$ cat config.mk
export PLATFORM = sky130hd
export DESIGN_NAME = opi_tx_framer
export DESIGN_NICKNAME = d
export VERILOG_FILES = /design/src/rtl/opi_phy_pkg.sv /design/src/rtl/opi_slot_cnt.sv /design/src/rtl/opi_tx_framer.sv
export SDC_FILE = /design/constraint.sdc
export NUM_CORES = 1
export LEC_CHECK = 0
export CORE_MARGIN = 5
export CORE_UTILIZATION = 41
export DETAILED_ROUTE_END_ITERATION = 12
export GPL_ROUTABILITY_DRIVEN = 0
export PLACE_DENSITY_LB_ADDON = 0.05
export SYNTH_ARGS = -nofsm -noshare
export SYNTH_HDL_FRONTEND = slang
export SYNTH_SLANG_ARGS = --single-unit
$ cat constraint.sdc
create_clock -name clkin -period 4.4 [get_ports clkin]
set_input_delay 1.32 -clock clkin [delete_from_list [all_inputs] [get_ports clkin]]
set_output_delay 1.32 -clock clkin [all_outputs]
set_load 0.005 [all_outputs]
$ cat src/rtl/opi_phy_pkg.sv
// Shared types and constants for the OPI PHY transmit path.
package opi_phy_pkg;

  localparam int unsigned LEN_W    = 8;
  localparam int unsigned DUMMY_W  = 5;
  localparam int unsigned CNT_W    = LEN_W;
  localparam int unsigned SLOT_CYC = 2;

  typedef enum logic [2:0] {
    IDLE,
    CMD,
    ADDR,
    DUMMY,
    WDATA,
    RDATA,
    HOLD
  } state_t;

  typedef struct packed {
    logic [15:0]        cmd;
    logic [31:0]        addr;
    logic               is_write;
    logic [LEN_W-1:0]   len;
    logic [DUMMY_W-1:0] dummy;
  } req_t;

  // State entered once the address/dummy phases are finished.
  function automatic state_t data_state(input req_t r);
    if (r.len == '0) return HOLD;
    return r.is_write ? WDATA : RDATA;
  endfunction

endpackage

$ cat src/rtl/opi_slot_cnt.sv
// Loadable slot down-counter with a per-slot cycle phase.
module opi_slot_cnt
  import opi_phy_pkg::*;
(
  input  logic             clkin,
  input  logic             reset,
  input  logic             load,
  input  logic             run,
  input  logic [CNT_W-1:0] load_val,
  output logic             phase0,
  output logic             slot_end,
  output logic             last_slot
);

  localparam int unsigned PH_W = (SLOT_CYC > 1) ? $clog2(SLOT_CYC) : 1;

  logic [PH_W-1:0]  phase;
  logic [CNT_W-1:0] cnt;

  // Count saturates at zero; a load always restarts at the first cycle of a slot.
  always_ff @(posedge clkin or posedge reset) begin
    if (reset) begin
      phase <= '0;
      cnt   <= '0;
    end else if (load) begin
      phase <= '0;
      cnt   <= load_val;
    end else if (run) begin
      if (slot_end) begin
        phase <= '0;
        if (cnt != '0) cnt <= cnt - CNT_W'(1);
      end else begin
        phase <= phase + PH_W'(1);
      end
    end else begin
      phase <= '0;
    end
  end

  assign phase0    = (phase == '0);
  assign slot_end  = (phase == PH_W'(SLOT_CYC - 1));
  assign last_slot = (cnt <= CNT_W'(1));

endmodule

$ cat src/rtl/opi_tx_framer.sv
// OPI transmit framer: sequences cmd/addr/dummy/data slots into gear_32b_8b.
// Define OPI_TX_CMD_INV_EN to send {cmd[7:0], ~cmd[7:0]} in the command slot.
module opi_tx_framer
  import opi_phy_pkg::*;
#(
  parameter int unsigned CS_HOLD = 2
) (
  input  logic               clkin,
  input  logic               reset,
  input  logic               req_valid,
  output logic               req_ready,
  input  logic [15:0]        req_cmd,
  input  logic [31:0]        req_addr,
  input  logic               req_is_write,
  input  logic [LEN_W-1:0]   req_len,
  input  logic [DUMMY_W-1:0] req_dummy,
  input  logic [31:0]        wr_data,
  input  logic               wr_valid,
  output logic               wr_ready,
  output logic               strobe,
  output logic               lo16b,
  output logic [31:0]        din,
  output logic               oe,
  output logic               cs_n,
  output logic               busy,
  output logic               err_underrun
);

  state_t           state, state_nxt, succ;
  req_t             req, req_nxt;
  logic             load, run, phase0, slot_end, last_slot;
  logic [CNT_W-1:0] load_val;
  logic             accept, take, first_nxt, drive_nxt;
  logic             req_ready_nxt, wr_ready_nxt, strobe_nxt, lo16b_nxt;
  logic             oe_nxt, cs_n_nxt, busy_nxt, err_nxt;
  logic [31:0]      din_nxt;

  assign run = (state != IDLE);

  opi_slot_cnt u_slot_cnt (
    .clkin     (clkin),
    .reset     (reset),
    .load      (load),
    .run       (run),
    .load_val  (load_val),
    .phase0    (phase0),
    .slot_end  (slot_end),
    .last_slot (last_slot)
  );

  always_ff @(posedge clkin or posedge reset) begin
    if (reset) begin
      state        <= IDLE;
      req          <= '0;
      req_ready    <= 1'b1;
      wr_ready     <= 1'b0;
      strobe       <= 1'b0;
      lo16b        <= 1'b0;
      din          <= '0;
      oe           <= 1'b0;
      cs_n         <= 1'b1;
      busy         <= 1'b0;
      err_underrun <= 1'b0;
    end else begin
      state        <= state_nxt;
      req          <= req_nxt;
      req_ready    <= req_ready_nxt;
      wr_ready     <= wr_ready_nxt;
      strobe       <= strobe_nxt;
      lo16b        <= lo16b_nxt;
      din          <= din_nxt;
      oe           <= oe_nxt;
      cs_n         <= cs_n_nxt;
      busy         <= busy_nxt;
      err_underrun <= err_nxt;
    end
  end

  // Outputs are computed for the upcoming cycle so they leave a flop aligned with the state.
  always_comb begin
    state_nxt = state;
    req_nxt   = req;
    succ      = state;
    load      = 1'b0;
    load_val  = '0;
    din_nxt   = '0;
    accept    = (state == IDLE) && req_valid && req_ready;
    take      = wr_ready && wr_valid;
    err_nxt   = accept ? 1'b0 : err_underrun;

    case (state)
      IDLE:          succ = CMD;
      CMD:           succ = ADDR;
      ADDR:          succ = (req.dummy != '0) ? DUMMY : data_state(req);
      DUMMY:         succ = last_slot ? data_state(req) : DUMMY;
      WDATA, RDATA:  succ = last_slot ? HOLD : state;
      HOLD:          succ = last_slot ? IDLE : HOLD;
      default:       succ = IDLE;
    endcase

    if (accept) begin
      state_nxt        = CMD;
      req_nxt.cmd      = req_cmd;
      req_nxt.addr     = req_addr;
      req_nxt.is_write = req_is_write;
      req_nxt.len      = req_len;
      req_nxt.dummy    = req_dummy;
    end else if (run && slot_end) begin
      state_nxt = succ;
    end

    first_nxt = accept || (run && slot_end && succ != IDLE);
    load      = first_nxt && (accept || succ != state);
    case (state_nxt)
      CMD, ADDR:    load_val = CNT_W'(1);
      DUMMY:        load_val = CNT_W'(req_nxt.dummy);
      WDATA, RDATA: load_val = req_nxt.len;
      HOLD:         load_val = CNT_W'(CS_HOLD);
      default:      load_val = '0;
    endcase

    drive_nxt     = state_nxt inside {CMD, ADDR, WDATA};
    strobe_nxt    = first_nxt && drive_nxt;
    lo16b_nxt     = (state_nxt == CMD);
    oe_nxt        = drive_nxt;
    cs_n_nxt      = state_nxt inside {IDLE, HOLD};
    busy_nxt      = (state_nxt != IDLE);
    req_ready_nxt = (state_nxt == IDLE);
    wr_ready_nxt  = phase0 && run && (succ == WDATA);

    if (drive_nxt) din_nxt = din;
    if (first_nxt) begin
      case (state_nxt)
`ifdef OPI_TX_CMD_INV_EN
        CMD:   din_nxt = {16'h0, req_nxt.cmd[7:0], ~req_nxt.cmd[7:0]};
`else
        CMD:   din_nxt = {16'h0, req_nxt.cmd};
`endif
        ADDR:  din_nxt = req.addr;
        WDATA: begin
          din_nxt = take ? wr_data : 32'h0;
          if (!take) err_nxt = 1'b1;
        end
        default: ;
      endcase
    end
  end

endmodule
Word-level counts from Yosys, hierarchy flattened
Index checks and enable logic that the tools add are counted.

word-level totals
  register bits = 114
  bits in latches = 0
  RAM bits = 0
  memory bits (read-only) = 0
  input bits = 98
  output and inout bits = 40
  logic and storage cells = 94
  memories kept = 0

cells by class
  add/sub/neg operators = 2
  multipliers = 0
  divide/modulo/power cells = 0
  order comparisons = 1
  equality and inequality tests = 14
  shift-type cells = 0
  muxes and demuxes = 31
  bitwise operators = 1
  reduce and logical (&&, ||, !) cells = 28

operators by type and width
  cell                                                                   count
  32-bit 2-to-1 mux                                                      3
  32-bit case mux with 3 select lines                                    1
  62-bit 2-to-1 mux                                                      1
  8-bit 2-to-1 mux                                                       4
  8-bit case mux with 4 select lines                                     1
  3-bit 2-to-1 mux                                                       9
  3-bit == test, second input constant                                   7
  3-bit case mux with 6 select lines                                     1
  3-bit by 2-bit == test with 1-bit output, second input constant        4
  3-bit nonzero test                                                     4
  1-bit 2-to-1 mux                                                       11
  1-bit logical AND                                                      9
  8-bit by 1-bit <= comparator with 1-bit output, second input constant  1
  8-bit zero test                                                        1
  2-bit nonzero test                                                     4
  8-bit nonzero test                                                     1
  8-bit by 1-bit subtractor with 8-bit output, second input constant     1
  3-bit by 1-bit == test with 1-bit output, second input constant        2
  3-bit zero test                                                        2
  2-bit OR reduction                                                     3
  5-bit nonzero test                                                     1
  3-bit != test                                                          1
  3-bit AND reduction                                                    1
  1-bit logical OR                                                       2
  other kinds (2)                                                        2

Longest topological paths before layout
  depth after elaboration = 13
  depth in mapped cells = 11
  gate-level depth less buffers = 10

Cells and area by module
From an unflattened synthesis, not the netlist that was laid out.

unflattened totals
  cell total of the unflattened synthesis = 618
  area total of the unflattened synthesis = 5693.0 um^2

by module, submodules not included
  module         instances  cells each  area each (um^2)  seq. area each (um^2)
  opi_tx_framer  1          538         5042.3            2630.0
  opi_slot_cnt   1          80          650.6             225.2

Worst setup path after synthesis
No wires, ideal clock.

  path type = input -> register
  start = input req_valid
  end = register req[33] (netlist bit)
  library setup time = 125 ps
  arrival time = 3112 ps
  data required time = 4275 ps
  slack = 1163 ps
  stages on the path = 7
  buffers on the path = 5
  cells stage by stage = and3_1 > clkbuf_1 > buf_2 > buf_2 > buf_1 > clkbuf_1 > mux2_2

on the way
  cells in the longest elaborated chain, start to end = 2

RTL lines
  what                             line                 RTL
  start: declaration               opi_tx_framer.sv:10  input logic req_valid,
  1-bit logical AND (2 in series)  opi_tx_framer.sv:87  accept = (state == IDLE) && req_valid && req_ready;
  end signal: assignment           opi_tx_framer.sv:66  req <= req_nxt;
  end: declaration                 opi_tx_framer.sv:30  req_t req, req_nxt;

No other way between the ends.
A chain may end at the register's enable or synchronous reset.

Final worst setup path
  start = register u_slot_cnt.cnt[2]
  end = register din[3]

on the way
  cells in the longest elaborated chain, start to end = 10
  elaborated cells between the ends (all ways) = 17
  those cells by class = 1 x order compare; 3 x eq/ne; 9 x mux; 4 x reduce/logical

RTL lines
  what                                                                    line                                                           RTL
  start: declaration                                                      opi_slot_cnt.sv:18                                             logic [CNT_W-1:0] cnt;
  start signal: assignment                                                opi_slot_cnt.sv:27                                             cnt <= load_val;
  start signal: assignment                                                opi_slot_cnt.sv:31                                             if (cnt != '0) cnt <= cnt - CNT_W'(1);
  8-bit by 1-bit <= comparator with 1-bit output *                        opi_slot_cnt.sv:42                                             assign last_slot = (cnt <= CNT_W'(1));
  3-bit 2-to-1 mux, on equally long branches                              opi_tx_framer.sv:96, opi_tx_framer.sv:95, opi_tx_framer.sv:97
  3-bit case mux with 6 select lines *                                    opi_tx_framer.sv:91                                            case (state)
  3-bit 2-to-1 mux                                                        opi_tx_framer.sv:108                                           end else if (run && slot_end) begin
  3-bit 2-to-1 mux                                                        opi_tx_framer.sv:101                                           if (accept) begin
  3-bit by 1-bit == test with 1-bit output, or another cell as far along  opi_tx_framer.sv:122, opi_tx_framer.sv:133
  3-bit nonzero test                                                      opi_tx_framer.sv:122                                           drive_nxt = state_nxt inside {CMD, ADDR, WDATA};
  32-bit 2-to-1 mux                                                       opi_tx_framer.sv:131                                           if (drive_nxt) din_nxt = din;
  32-bit case mux with 3 select lines                                     opi_tx_framer.sv:133                                           case (state_nxt)
  32-bit 2-to-1 mux *                                                     opi_tx_framer.sv:132                                           if (first_nxt) begin
  via din_nxt[3]                                                          opi_tx_framer.sv:36                                            logic [31:0] din_nxt;
  end signal: assignment                                                  opi_tx_framer.sv:71                                            din <= din_nxt;
  end: declaration                                                        opi_tx_framer.sv:22                                            output logic [31:0] din,

Mark *: on every way through the listed nets, which the timed path passes. The rest lies on a longest branch.

==> results.sh <==
export IMPL_p_seq_frac=0.348
export IMPL_wl_per_cell_um=19.4
export IMPL_p_int_mw=3.49
export IMPL_dp_hpwl_um=10600
export IMPL_dieHeight_um=127
export IMPL_pwr_density_cell_mw_per_mm2=678
export IMPL_p_switching_mw=1.77
export IMPL_core_sq_mm=0.0133
export IMPL_pre_cts_ws_ns=0.663
export IMPL_holdWs_ns=0.490
export IMPL_total_leakage_power_nw=3.05
export IMPL_hold_buffers=0
export IMPL_drc_errors=0
export IMPL_slew_headroom=0.428
export IMPL_fin_ws_ns=0.867
export IMPL_fin_worst_skew_ns=0.00583
export IMPL_ioPinCount=138
export IMPL_crit_reg2reg_launch="u_slot_cnt.cnt[2]$_DFFE_PP0P_"
export IMPL_max_vdd_ir_drop_uv=310
export IMPL_syn_area_per_cell_sq_um=11.4
export IMPL_netlist_area_leader_share=0.504
export IMPL_firstDrtPassIters=5
export IMPL_yosys_cell_types_count=60
export IMPL_utilization=0.585
export IMPL_synth_area_sq_mm=0.00557
export IMPL_synthTopCellsByCount="112 x dfrtp_1, 62 x mux2_2, 44 x nor2_1"
export IMPL_antenna_found_initial=0
export IMPL_outcome="complete, no violations"
export IMPL_power_mw=5.27
export IMPL_cts_root_buf="clkbuf_16"
export IMPL_min_period_ns=3.53
export IMPL_post_cts_resize_count=0
export IMPL_ff2ff_path_depth=9
export IMPL_detail_route_antenna_nets=0
export IMPL_finalInstanceArea_sq_mm=0.00777
export IMPL_crit_arrival_ns=3.84
export IMPL_yosysSeqAreaShare=0.513
export IMPL_htreeDepth=4
export IMPL_die_width_um=127
export IMPL_r2r_end="din[3]$_DFF_PP0_"
export IMPL_synth_top_area_cell="dfrtp_1"
export IMPL_avgViaCountPerCell=5.57
export IMPL_place_area_sq_mm=0.00718
export IMPL_ys_seq_elements=114
export IMPL_clock_latency_ns=0.41
export IMPL_critPathLaunchType="register"
export IMPL_yosysMostFrequentCell="dfrtp_1"
export IMPL_final_hold_viol_count=0
export IMPL_multi_input_area_sq_mm=0.00254
export IMPL_die_area_sq_mm=0.0160
export IMPL_antennaDiodeCount=0
export IMPL_post_place_cells=777
export IMPL_num_vias=4499
export IMPL_min_delay_path_depth=1
export IMPL_seqCellArea_sq_mm=0.00286
export IMPL_start_util=0.419
export IMPL_synth_edff_count=0
export IMPL_async_flop_share=1.00
export IMPL_cts_sinks=114
export IMPL_fin_tns_setup_ns=0
export IMPL_maxCapViolations=0
export IMPL_nNetsFinal=721
export IMPL_yosys_warnings=0
export IMPL_cts_tree="built"
export IMPL_hold_path_class="register to register"
export IMPL_slew_violations=0
export IMPL_swShare=0.337
export IMPL_ys_flop_type="dfrtp_1"
export IMPL_wirelength_um=15700
export IMPL_synthCells=487
export IMPL_fin_cells=808
export IMPL_num_fill_cells=1131
export IMPL_crit_type="register to register"
export IMPL_crit_path_start="u_slot_cnt.cnt[2]$_DFFE_PP0P_"
export IMPL_grt_usage=0.199
export IMPL_path_max_fanout=37
export IMPL_numCtsBuffers=17
export IMPL_drt_iter0_drc=349
export IMPL_post_cts_buffers=0
export IMPL_finalCritPeriodShare=0.803
export IMPL_rsz0062_at_grt="false"
export IMPL_crit_end="din[3]$_DFF_PP0_"
export IMPL_tightest_slew_ns=0.858
export IMPL_clk_path_buf_depth=2
export IMPL_drive_above_1_share=0.214
export IMPL_power_frac_clock=0.261
export IMPL_grt_pass1_wl_um=25000
export IMPL_combinationalPowerShare=0.391
export IMPL_ys_top_cells_by_area="dfrtp_1 50%, mux2_2 13%, nor4b_1 5.0%, a311oi_1 3.6%, nor2_1 3.0%"
export IMPL_grt_pass1_vias=4771
export IMPL_area_delta_synth_final_pct=39.7
export IMPL_port_buffers=137
export IMPL_num_rows=42
export IMPL_worstPathRequired_ns=4.71
export IMPL_finalSetupViolCount=0
export IMPL_grt_max_degree=68
export IMPL_synthesis_nets=588
export IMPL_ff2ff_setup_slack_ns=0.87
export IMPL_gr_total_overflow=0
export IMPL_timing_critical_path_to_type="register"
export IMPL_max_freq_mhz=283
export IMPL_cts_clk_slew_worst_paths_ns=0.05
[power by group through the flow]
stage	combinational [mW]	sequential, mW	clock (mW)
6_report	2.06	1.84	1.37
5_1_grt	2.24	1.90	1.45
4_1_cts	2.07	1.84	1.40
3_5_place_dp	2.06	1.85	0
3_3_place_gp	2.02	1.84	0
2_1_floorplan	1.31	1.76	0
[routing by layer]
layer	wire, um	up-vias	GRT usage
li1	-	2112	-
met1	6920	2219	0.258
met2	7530	143	0.317
met3	835	25	0.0563
met4	359	0	0.0770
met5	0	-	0
[layout by cell type (no fill, tap or decap), types with 2 or more instances in the layout]
master           instances
nor4_1                   6
clkbuf_8                 3
xor2_1                   2
nand2b_1                 3
nor2b_1                  3
bufinv_16                3
nand4_1                  3
a311oi_2                10
buf_12                   2
ha_1                     3
o211ai_1                 2
clkbuf_16               17
nand2_1                 24
o21ai_0                  6
dfrtp_1                112
clkbuf_1                 6
nor3_1                  23
inv_1                    6
xnor2_1                  6
clkdlybuf4s50_1        137
dfstp_2                  2
and3_1                   3
inv_2                    2
clkinv_2                 2
a21oi_1                  7
nor4b_1                 32
mux2_2                  62
a31oi_1                 16
a311oi_1                23
or3_1                    3
o21ai_1                  2
nor2_1                  44
o21a_1                   2
buf_4                   16
nor3_4                   2
a32oi_1                  3
mux2i_1                  2
[critical path, cell delays in order, from the launching register on]
cell      delay [ns]
dfrtp_1         0.42
or4_1           0.70
or3_1           0.50
mux2i_1         0.36
a31oi_4         0.14
buf_4           0.30
nor4_1          0.48
a211oi_4        0.06
buf_4           0.24
a311oi_1        0.22
[area by class of cell]
class | count | share of cell area
Multi-Input combinational cell | 323 | 0.327
Timing Repair Buffer | 155 | 0.197
Clock buffer | 26 | 0.0629
Tap cell | 176 | 0.0283
Sequential cell | 114 | 0.367
Clock inverter | 5 | 0.0129
Inverter | 9 | 0.00467
[how the worst min path moves through the flow]
stage                                        end  slack [ns]                    from
after floorplan                req[46]$_DFF_PP0_        0.47       req[46]$_DFF_PP0_
after global placement         req[53]$_DFF_PP0_        0.48       req[53]$_DFF_PP0_
after detailed placement  err_underrun$_DFF_PP0_        0.48  err_underrun$_DFF_PP0_
after CTS                 err_underrun$_DFF_PP0_        0.49  err_underrun$_DFF_PP0_
after global routing           req[57]$_DFF_PP0_        0.50       req[57]$_DFF_PP0_
final                          req[57]$_DFF_PP0_        0.49       req[57]$_DFF_PP0_
[state kept, by name, summed over array words and instances (netlist names), 3 cells and up]
| signal | count |
|---|---|
| din | 32 |
| req | 62 |
| state | 3 |
| u_slot_cnt.cnt | 8 |
[cell families after synthesis]
kind of cell	count (synthesis)	share of synthesized area
xor+xnor	8	0.0126
fa+ha+maj	3	0.00675
mux	64	0.129
simple gates	160	0.165
compound gates	88	0.136
buf+inv	50	0.0373
flops	114	0.513
Note: power is estimated with default switching activity, not from simulation.
